### src/rtl/filter_stream_engine.sv
// Purpose: 3x3 window filter (Sobel edge, enhance, boundary, dilation, threshold) over CHANNELS lanes.
// Latency: PIPE_STAGES cycles from window accept to pixel output while pix_ready stays high.
// Backpressure: pix_valid && !pix_ready freezes every stage together and drops win_ready.
// Optional build macro FILTER_STATS_EN adds per-channel stat_min/stat_max outputs.
module filter_stream_engine #(
    parameter int PIXEL_WIDTH  = 8,
    parameter int CHANNELS     = 1,
    parameter int IMAGE_WIDTH  = 320,
    parameter int IMAGE_HEIGHT = 240,
    parameter int PIPE_STAGES  = 2,
    localparam int TOTAL = IMAGE_WIDTH * IMAGE_HEIGHT,
    localparam int CNT_W = $clog2(TOTAL + 1)
) (
    input  logic                            clk,
    input  logic                            rst,
    input  logic [15:0]                     command,
    input  logic                            start,
    input  logic [PIXEL_WIDTH-1:0]          threshold,
    input  logic                            win_valid,
    output logic                            win_ready,
    input  logic [CHANNELS*9*PIXEL_WIDTH-1:0] win_data,
    output logic                            pix_valid,
    input  logic                            pix_ready,
    output logic [CHANNELS*PIXEL_WIDTH-1:0] pix_data,
    output logic                            busy,
    output logic                            done,
    output logic                            error,
    output logic [CNT_W-1:0]                pixel_count
`ifdef FILTER_STATS_EN
    ,
    output logic [CHANNELS*PIXEL_WIDTH-1:0] stat_min,
    output logic [CHANNELS*PIXEL_WIDTH-1:0] stat_max
`endif
);

    // Five extra bits cover the worst Sobel sum (|Gx|+|Gy| <= 8*max) with sign.
    localparam int IW = PIXEL_WIDTH + 5;
    localparam int DW = CHANNELS * PIXEL_WIDTH;
    localparam logic signed [IW-1:0] MAXV = IW'((1 << PIXEL_WIDTH) - 1);

    localparam logic [15:0] OP_EDGE     = 16'hA010;
    localparam logic [15:0] OP_ENHANCE  = 16'hA020;
    localparam logic [15:0] OP_BOUNDARY = 16'hA060;
    localparam logic [15:0] OP_DILATE   = 16'hA070;
    localparam logic [15:0] OP_THRESH   = 16'hA080;

    typedef enum logic [1:0] {IDLE, RUN, DRAIN, DONE} state_t;

    state_t                   state, state_nxt;
    logic [15:0]              cmd_q;
    logic [PIXEL_WIDTH-1:0]   thr_q;
    logic [CNT_W-1:0]         in_count;
    logic [PIPE_STAGES-1:0]   vld_q;
    logic [DW-1:0]            dat_q [PIPE_STAGES];
    logic [DW-1:0]            filt_dat;
    logic                     stalled, in_fire, out_fire, op_ok, start_ok, last_in, last_out;

    // One channel of the filter; all arithmetic is signed and saturated at the end.
    function automatic logic [PIXEL_WIDTH-1:0] filt_one(
        input logic [15:0]              op,
        input logic [PIXEL_WIDTH-1:0]   thr,
        input logic [9*PIXEL_WIDTH-1:0] w
    );
        logic signed [IW-1:0] p [9];
        logic signed [IW-1:0] gx, gy, res, mx, mn;
        for (int k = 0; k < 9; k++)
            p[k] = $signed({{(IW-PIXEL_WIDTH){1'b0}}, w[k*PIXEL_WIDTH +: PIXEL_WIDTH]});
        mx = p[0];
        mn = p[0];
        for (int k = 1; k < 9; k++) begin
            if (p[k] > mx) mx = p[k];
            if (p[k] < mn) mn = p[k];
        end
        gx = (p[2] + p[5] + p[5] + p[8]) - (p[0] + p[3] + p[3] + p[6]);
        gy = (p[6] + p[7] + p[7] + p[8]) - (p[0] + p[1] + p[1] + p[2]);
        if (gx[IW-1]) gx = -gx;
        if (gy[IW-1]) gy = -gy;
        case (op)
            OP_EDGE:     res = gx + gy;
            OP_ENHANCE:  res = p[4] + p[4] + p[4] + p[4] + p[4] - p[1] - p[3] - p[5] - p[7];
            OP_BOUNDARY: res = p[4] - mn;
            OP_DILATE:   res = mx;
            OP_THRESH:   res = (w[4*PIXEL_WIDTH +: PIXEL_WIDTH] >= thr) ? MAXV : '0;
            default:     res = '0;
        endcase
        if (res[IW-1])
            return '0;
        else if (res > MAXV)
            return '1;
        else
            return res[PIXEL_WIDTH-1:0];
    endfunction

    assign pix_valid = vld_q[PIPE_STAGES-1];
    assign pix_data  = dat_q[PIPE_STAGES-1];
    assign stalled   = pix_valid && !pix_ready;
    assign win_ready = (state == RUN) && !stalled;
    assign in_fire   = win_valid && win_ready;
    assign out_fire  = pix_valid && pix_ready;
    assign op_ok     = (command == OP_EDGE) || (command == OP_ENHANCE) || (command == OP_BOUNDARY)
                    || (command == OP_DILATE) || (command == OP_THRESH);
    assign start_ok  = (state == IDLE) && start && op_ok;
    assign last_in   = in_fire && (in_count == CNT_W'(TOTAL - 1));
    assign last_out  = out_fire && (pixel_count == CNT_W'(TOTAL - 1));
    assign busy      = (state == RUN) || (state == DRAIN);
    assign done      = (state == DONE);

    // Filter every channel of the presented window with the latched opcode.
    always_comb begin
        filt_dat = '0;
        for (int c = 0; c < CHANNELS; c++)
            filt_dat[c*PIXEL_WIDTH +: PIXEL_WIDTH] =
                filt_one(cmd_q, thr_q, win_data[c*9*PIXEL_WIDTH +: 9*PIXEL_WIDTH]);
    end

    // State register.
    always_ff @(posedge clk or negedge rst) begin
        if (!rst) state <= IDLE;
        else      state <= state_nxt;
    end

    // Frame sequencing: run until all windows are in, drain until all pixels are out.
    always_comb begin
        state_nxt = state;
        case (state)
            IDLE:  if (start_ok) state_nxt = RUN;
            RUN:   if (last_in)  state_nxt = DRAIN;
            DRAIN: if (last_out) state_nxt = DONE;
            DONE:  state_nxt = IDLE;
            default: state_nxt = IDLE;
        endcase
    end

    // Pipeline shift; a stall holds all stages so nothing is dropped or repeated.
    always_ff @(posedge clk or negedge rst) begin
        if (!rst) begin
            vld_q <= '0;
            for (int i = 0; i < PIPE_STAGES; i++) dat_q[i] <= '0;
        end else if (!stalled) begin
            vld_q[0] <= in_fire;
            dat_q[0] <= filt_dat;
            for (int i = 1; i < PIPE_STAGES; i++) begin
                vld_q[i] <= vld_q[i-1];
                dat_q[i] <= dat_q[i-1];
            end
        end
    end

    // Command latch, transfer counters and the bad-opcode error pulse.
    always_ff @(posedge clk or negedge rst) begin
        if (!rst) begin
            cmd_q       <= '0;
            thr_q       <= '0;
            in_count    <= '0;
            pixel_count <= '0;
            error       <= 1'b0;
        end else begin
            error <= (state == IDLE) && start && !op_ok;
            if (start_ok) begin
                cmd_q       <= command;
                thr_q       <= threshold;
                in_count    <= '0;
                pixel_count <= '0;
            end else begin
                if (in_fire)  in_count    <= in_count + CNT_W'(1);
                if (out_fire) pixel_count <= pixel_count + CNT_W'(1);
            end
        end
    end

`ifdef FILTER_STATS_EN
    // Per-channel running min/max of delivered pixels, restarted with each frame.
    always_ff @(posedge clk or negedge rst) begin
        if (!rst) begin
            stat_min <= '1;
            stat_max <= '0;
        end else if (start_ok) begin
            stat_min <= '1;
            stat_max <= '0;
        end else if (out_fire) begin
            for (int c = 0; c < CHANNELS; c++) begin
                if (pix_data[c*PIXEL_WIDTH +: PIXEL_WIDTH] < stat_min[c*PIXEL_WIDTH +: PIXEL_WIDTH])
                    stat_min[c*PIXEL_WIDTH +: PIXEL_WIDTH] <= pix_data[c*PIXEL_WIDTH +: PIXEL_WIDTH];
                if (pix_data[c*PIXEL_WIDTH +: PIXEL_WIDTH] > stat_max[c*PIXEL_WIDTH +: PIXEL_WIDTH])
                    stat_max[c*PIXEL_WIDTH +: PIXEL_WIDTH] <= pix_data[c*PIXEL_WIDTH +: PIXEL_WIDTH];
            end
        end
    end
`endif

endmodule

### config.mk
export PLATFORM = sky130hd
export DESIGN_NAME = filter_stream_engine
export DESIGN_NICKNAME = d
export VERILOG_FILES = /design/src/rtl/filter_stream_engine.sv
export SDC_FILE = /design/constraint.sdc
export NUM_CORES = 1
export LEC_CHECK = 0
export BUFFER_PORTS_ARGS = -buffer_cell sky130_fd_sc_hd__buf_2
export CORE_ASPECT_RATIO = 0.75
export CORE_MARGIN = 2
export CORE_UTILIZATION = 50
export DETAILED_ROUTE_END_ITERATION = 8
export HOLD_SLACK_MARGIN = 0.05
export PLACE_DENSITY = 0.69
export SLEW_MARGIN = 10
export SYNTH_ARGS = -nofsm -noshare
export SYNTH_HDL_FRONTEND = slang
export SYNTH_SLANG_ARGS = --single-unit
### constraint.sdc
create_clock -name clk -period 3.5 [get_ports clk]
set_input_delay 0.525 -clock clk [delete_from_list [all_inputs] [get_ports clk]]
set_output_delay 0.525 -clock clk [all_outputs]
set_load 0.05 [all_outputs]
### Word-level counts from Yosys, hierarchy flattened

Index checks and enable logic that the tools add are counted.

| storage, ports and cells | value |
|---|---|
| input port bits | 101 |
| register bits after elaboration | 79 |
| output and inout bits | 30 |

| cells by class | value |
|---|---|
| mux-type cells | 30 |
| equality and inequality tests | 18 |
| reduce and logical (&&, ||, !) cells | 21 |
| order comparisons | 18 |
| add/subtract/negate cells | 28 |

Operators by type and width:

| operator | number |
|---|---|
| $mux 13 | 13 |
| $eq 16x16->1 const B | 10 |
| $gt 9x13->1 | 7 |
| $lt 9x13->1 | 7 |
| $mux 17 | 4 |
| $pmux 13 s5 | 1 |
| $mux 8 | 8 |
| $add 10x8->11 | 5 |
| $add 9x8->10 | 5 |
| $add 8x8->9 | 5 |
| $sub 13x9->13 | 3 |
| $add 17x1->17 const B | 2 |
| $eq 17x17->1 const B | 2 |
| $neg 12->13 | 2 |
| $sub 11x11->12 | 2 |
| $add 13x13->13 | 1 |
| $gt 13x9->1 const B | 1 |
| $sub 12x8->13 | 1 |
| $sub 9x13->13 | 1 |
| $add 11x8->12 | 1 |
| $logic_and 1x1->1 | 9 |
| $ge 8x8->1 | 1 |
| $gt 8x8->1 | 1 |
| $lt 8x8->1 | 1 |
| other kinds (10) | 22 |

### Logic depth before layout (Yosys ltp)

| logic depth | value |
|---|---|
| word-level depth | 21 |
| mapped depth | 99 |

### Worst setup path after synthesis

OpenSTA, ideal clock, no wires.

| timing | value |
|---|---|
| kind | in2reg |
| start point | in win_data[3] |
| end point | reg dat_q[10] (netlist bit) |
| setup slack | -13318 ps |
| stages | 90 |
| arrival time | 16689 ps |
| setup time | 128 ps |
| path through | inv_1 ha_1 a21oi_1 a21oi_1 nor2_1 clkbuf_1 nor2_1 a21oi_1 ha_1 a21oi_1 o21bai_1 a21o_1 a21o_1 a21o_1 a21o_1 clkbuf_1 a21oi_1 inv_1 [... 54 more ...] nor3_1 mux2_2 fa_1 a21o_1 a21o_1 a21o_1 a21oi_1 nor2b_1 o21a_1 or3_1 o311a_1 o21ai_0 o21ai_1 nand2b_1 a21oi_1 a21oi_1 nor4b_1 nor3_1 |

| on the way | value |
|---|---|
| longest elaborated chain between the ends | 21 |
| elaborated cells on any way between the ends | 50 |
| classes of those cells | add/sub (12); order compare (17); mux (21) |

RTL lines:

| item | RTL line | source |
|---|---|---|
| start, declared | 21 | `input logic [CHANNELS*9*PIXEL_WIDTH-1:0] win_data,` |
| $lt 8x8->1 | 72 | `if (p[k] < mn) mn = p[k];` |
| $mux 8 | 72 |  |
| $lt 9x13->1 | 72 |  |
| $mux 8 | 72 |  |
| $lt 9x13->1 | 72 |  |
| $mux 13 | 72 |  |
| $lt 9x13->1 | 72 |  |
| $mux 13 | 72 |  |
| [... 5 more ...] | n/a |  |
| $mux 13 | 72 |  |
| $lt 9x13->1 | 72 |  |
| $mux 13 | 72 |  |
| $sub 9x13->13 | 81 | `OP_BOUNDARY: res = p[4] - mn;` |
| $pmux 13 s5 (*) | 78 | `case (op)` |
| $gt 13x9->1 | 88 | `else if (res > MAXV)` |
| $mux 8 | 88 |  |
| $mux 8 (*) | 86 | `if (res[IW-1])` |
| end signal, assigned by index | 144 | `dat_q[i] <= dat_q[i-1];` |
| end, declared | 54 | `logic [DW-1:0] dat_q [PIPE_STAGES];` |

Mark *: on every way between the ends. The rest lies on a longest branch, timed or not.
A chain may end at the register's enable or synchronous reset.

### Worst setup path in the final report

| timing | value |
|---|---|
| start point | in win_data[1] |
| end point | reg dat_q[10] (netlist bit) |

The elaborated chain is that of the path after synthesis.

==> impl_metrics.tcl <==
set metrics [dict create \
    status "finished, violations left" \
    violations "setup timing" \
    num_rows 51 \
    pre_cts_ws_ns -11.93 \
    cp_common_cell "buf_4" \
    post-route-drc-count 0 \
    slew_viol_final 0 \
    period_needed_ns 14.58 \
    tritoncts "done" \
    drt-total-wl_mm 50.8 \
    cp.required_ns 3.71 \
    grt_pass1_vias 14690 \
    gr-total-overflow 0 \
    die_y_um 146 \
    grt_max_degree 80 \
    syn_to_final_growth_pct 44.7 \
    fmax_mhz 68.6 \
    ant_nets 0 \
    wl_per_cell_um 19.6 \
    cts.sinks 79 \
    initial_core_util_pct 51.3 \
    worstSetupPathType "in2reg" \
    vias_per_cell 5.62 \
    holdBufCountCts 0 \
    io_buffers 130 \
    clockBufferDepth 2 \
    yosysWarnings 0 \
    synth_top_flop_cell "dfrtp_1" \
    critPathSlowestCell "or3_4" \
    root_buffer "clkbuf_16" \
    avgSynthCellArea_sq_um 8.26 \
    antenna_cells 0 \
    h-tree-depth 3 \
    crit_path_max_incr_delay_ns 0.40 \
    rsz0062_at_grt "yes" \
    grt_pass1_wl_mm 78.5 \
    clk-insertion-delay-late_ns 0.34 \
    powerDensity_nw_per_um2 1280 \
    cts_made_buffers 9 \
    synth_edf_count 0 \
    slew_headroom_pct 33.6 \
    yosysMostFrequentCell "inv_1" \
    dr.pass1.iters 6 \
    crit_fanout 8 \
    clk_pin_slew_ns 0.07 \
    ys_seq_area_share_pct 14.7 \
    synth_area_leaders "ha_1 (17%), dfrtp_1 (15%), fa_1 (14%)" \
    drt-initial-drc-count 1156 \
    track_usage_pct 35.5 \
    whs_ns 0.344 \
    setup-violations-final 8 \
    synth_fp_nets 2006 \
    cap_violations 0 \
    crit_path_end_kind "register" \
    finalWeightedCongestion 1.02 \
    finalCritPeriodShare_pct 417 \
    cp.arrival_ns 14.80 \
    dieArea_sq_um 28300 \
    drive_gt1_share_pct 37.5 \
    worst_slack_ns -11.08 \
    synth-seq-cells 79 \
    antenna_found_initial 1 \
    vdd_drop_max_mv 1.94 \
    worstMarginPinSlew_ns 0.996 \
    totalNegativeSetupSlack_ns -88.24 \
    yosysTopAreaCell "ha_1" \
    dp_hpwl_mm 41.9 \
    core-area_sq_um 26200 \
    cp-start-kind "input port" \
    reg2reg_slack_ns 0.19 \
    hp-class "in2async" \
    async_flop_share_pct 100 \
    die_width_um 193 \
    vias 14563 \
    hold_viol 0 \
    p_leak_nw 10.1 \
    syn_inst 1629 \
    skew_ns 0.00993 \
    finalNetCount 2618 \
    synth_top_area_share_pct 16.9 \
    pin_count 131 \
    synthDistinctLibCells 87 \
    synth_area_sq_um 13500 \
    ys_top_cells_by_count "inv_1 (220), ha_1 (182), nand2_1 (126)" \
    power_mw 24.9 \
]
-- worst max-delay path: cells and delay by family --
kind | cells | cell delay, ns
compound gates | 44 | 6.58
mux | 2 | 0.56
fa+ha+maj | 8 | 1.90
simple gates | 21 | 2.54
buf+inv | 21 | 2.60
-- final cells by class --
class | count | area, sq um
Inverter | 221 | 838
Sequential cell | 79 | 1980
Multi-Input combinational cell | 1291 | 11400
Timing Repair Buffer | 639 | 4600
Clock inverter | 7 | 61.3
Tap cell | 344 | 430
Fill cell | 1954 | 6740
Clock buffer | 9 | 225
-- path summary, 6_finish.rpt --
kind | cells past startpoint | start | to
worst max-delay path | 96 | win_data[1] | dat_q[10]
worst min-delay path | 1 | rst | in_count[6]
worst max register to register | 13 | cmd_q[3] | dat_q[10]
worst min register to register | 1 | vld_q[0] | vld_q[1]
max in group asynchronous | 1 | rst | pixel_count[7]
min in group clk | 3 | threshold[1] | thr_q[1]
-- timing repair --
action / in CTS / in global routing
setup buffers: 41 / 15
gates cloned: 2 / 0
endpoints found under the setup margin: 8 / 8
resized for setup: 82 / 74
pin swaps: 49 / 36
-- state kept, by name, summed over array words and instances (netlist names) --
| signal | count |
|---|---|
| dat_q | 8 |
| error | 1 |
| state | 2 |
| vld_q | 2 |
| pixel_count | 17 |
| thr_q | 8 |
| cmd_q | 16 |
| pix_data | 8 |
| in_count | 17 |
-- where the power goes --
group | switching, mW | internal, mW | leakage [nW]
Combinational | 11.0 | 12.0 | 8.96
Sequential | 0 | 0.913 | 1.06
Clock | 0.424 | 0.495 | 0.135
-- metal layers --
| metal | global-route usage [%] | routed length [um] | vias up |
|---|---|---|---|
| met5 | 0 | 13 | - |
| li1 | - | - | 6844 |
| met4 | 9.31 | 1520 | 2 |
| met3 | 10.7 | 5780 | 107 |
| met2 | 53.5 | 21100 | 669 |
| met1 | 49.5 | 22300 | 6941 |
-- kinds of logic after synthesis --
logic type               share of synthesized area (%)
AND/OR/NAND/NOR                                   16.9
multiplexers                                      4.54
XOR/XNOR                                          6.70
adder cells (fa/ha/maj)                           31.1
AO/OA/AOI/OAI                                     18.6
flip-flops                                        14.7
buffers and inverters                             7.57
-- per-stage QoR --
stage	area, sq um	cells	utilization (%)
floorplan	13800	1629	-
global placement	18100	2520	69.0
finish	19500	2590	74.3
CTS	19000	2579	72.6
detailed placement	18100	2520	69.0
global route	19500	2590	74.3
-- placed cells by master, fill, tap and decap left out, types with 15 or more instances in the layout --
master | synthesis | layout
nand2_1 | 126 | 122
a21oi_1 | 116 | 84
buf_2 | 1 | 127
and3_1 | 16 | 16
nor3_1 | 22 | 16
nor2b_1 | 32 | 29
o21ai_0 | 110 | 82
ha_4 | 0 | 17
xnor2_1 | 55 | 54
o21ai_1 | 5 | 15
dfrtp_1 | 79 | 79
nand3_1 | 31 | 30
a21oi_2 | 0 | 25
o21ai_2 | 0 | 15
nand2b_1 | 31 | 27
xor2_1 | 48 | 48
mux2i_1 | 27 | 19
nand4_1 | 16 | 16
nor2_1 | 114 | 105
a21o_1 | 49 | 48
buf_4 | 8 | 496
mux2_2 | 23 | 21
ha_1 | 182 | 162
fa_1 | 94 | 93
inv_1 | 220 | 211
No activity file was read; power rests on OpenSTA's default activity.
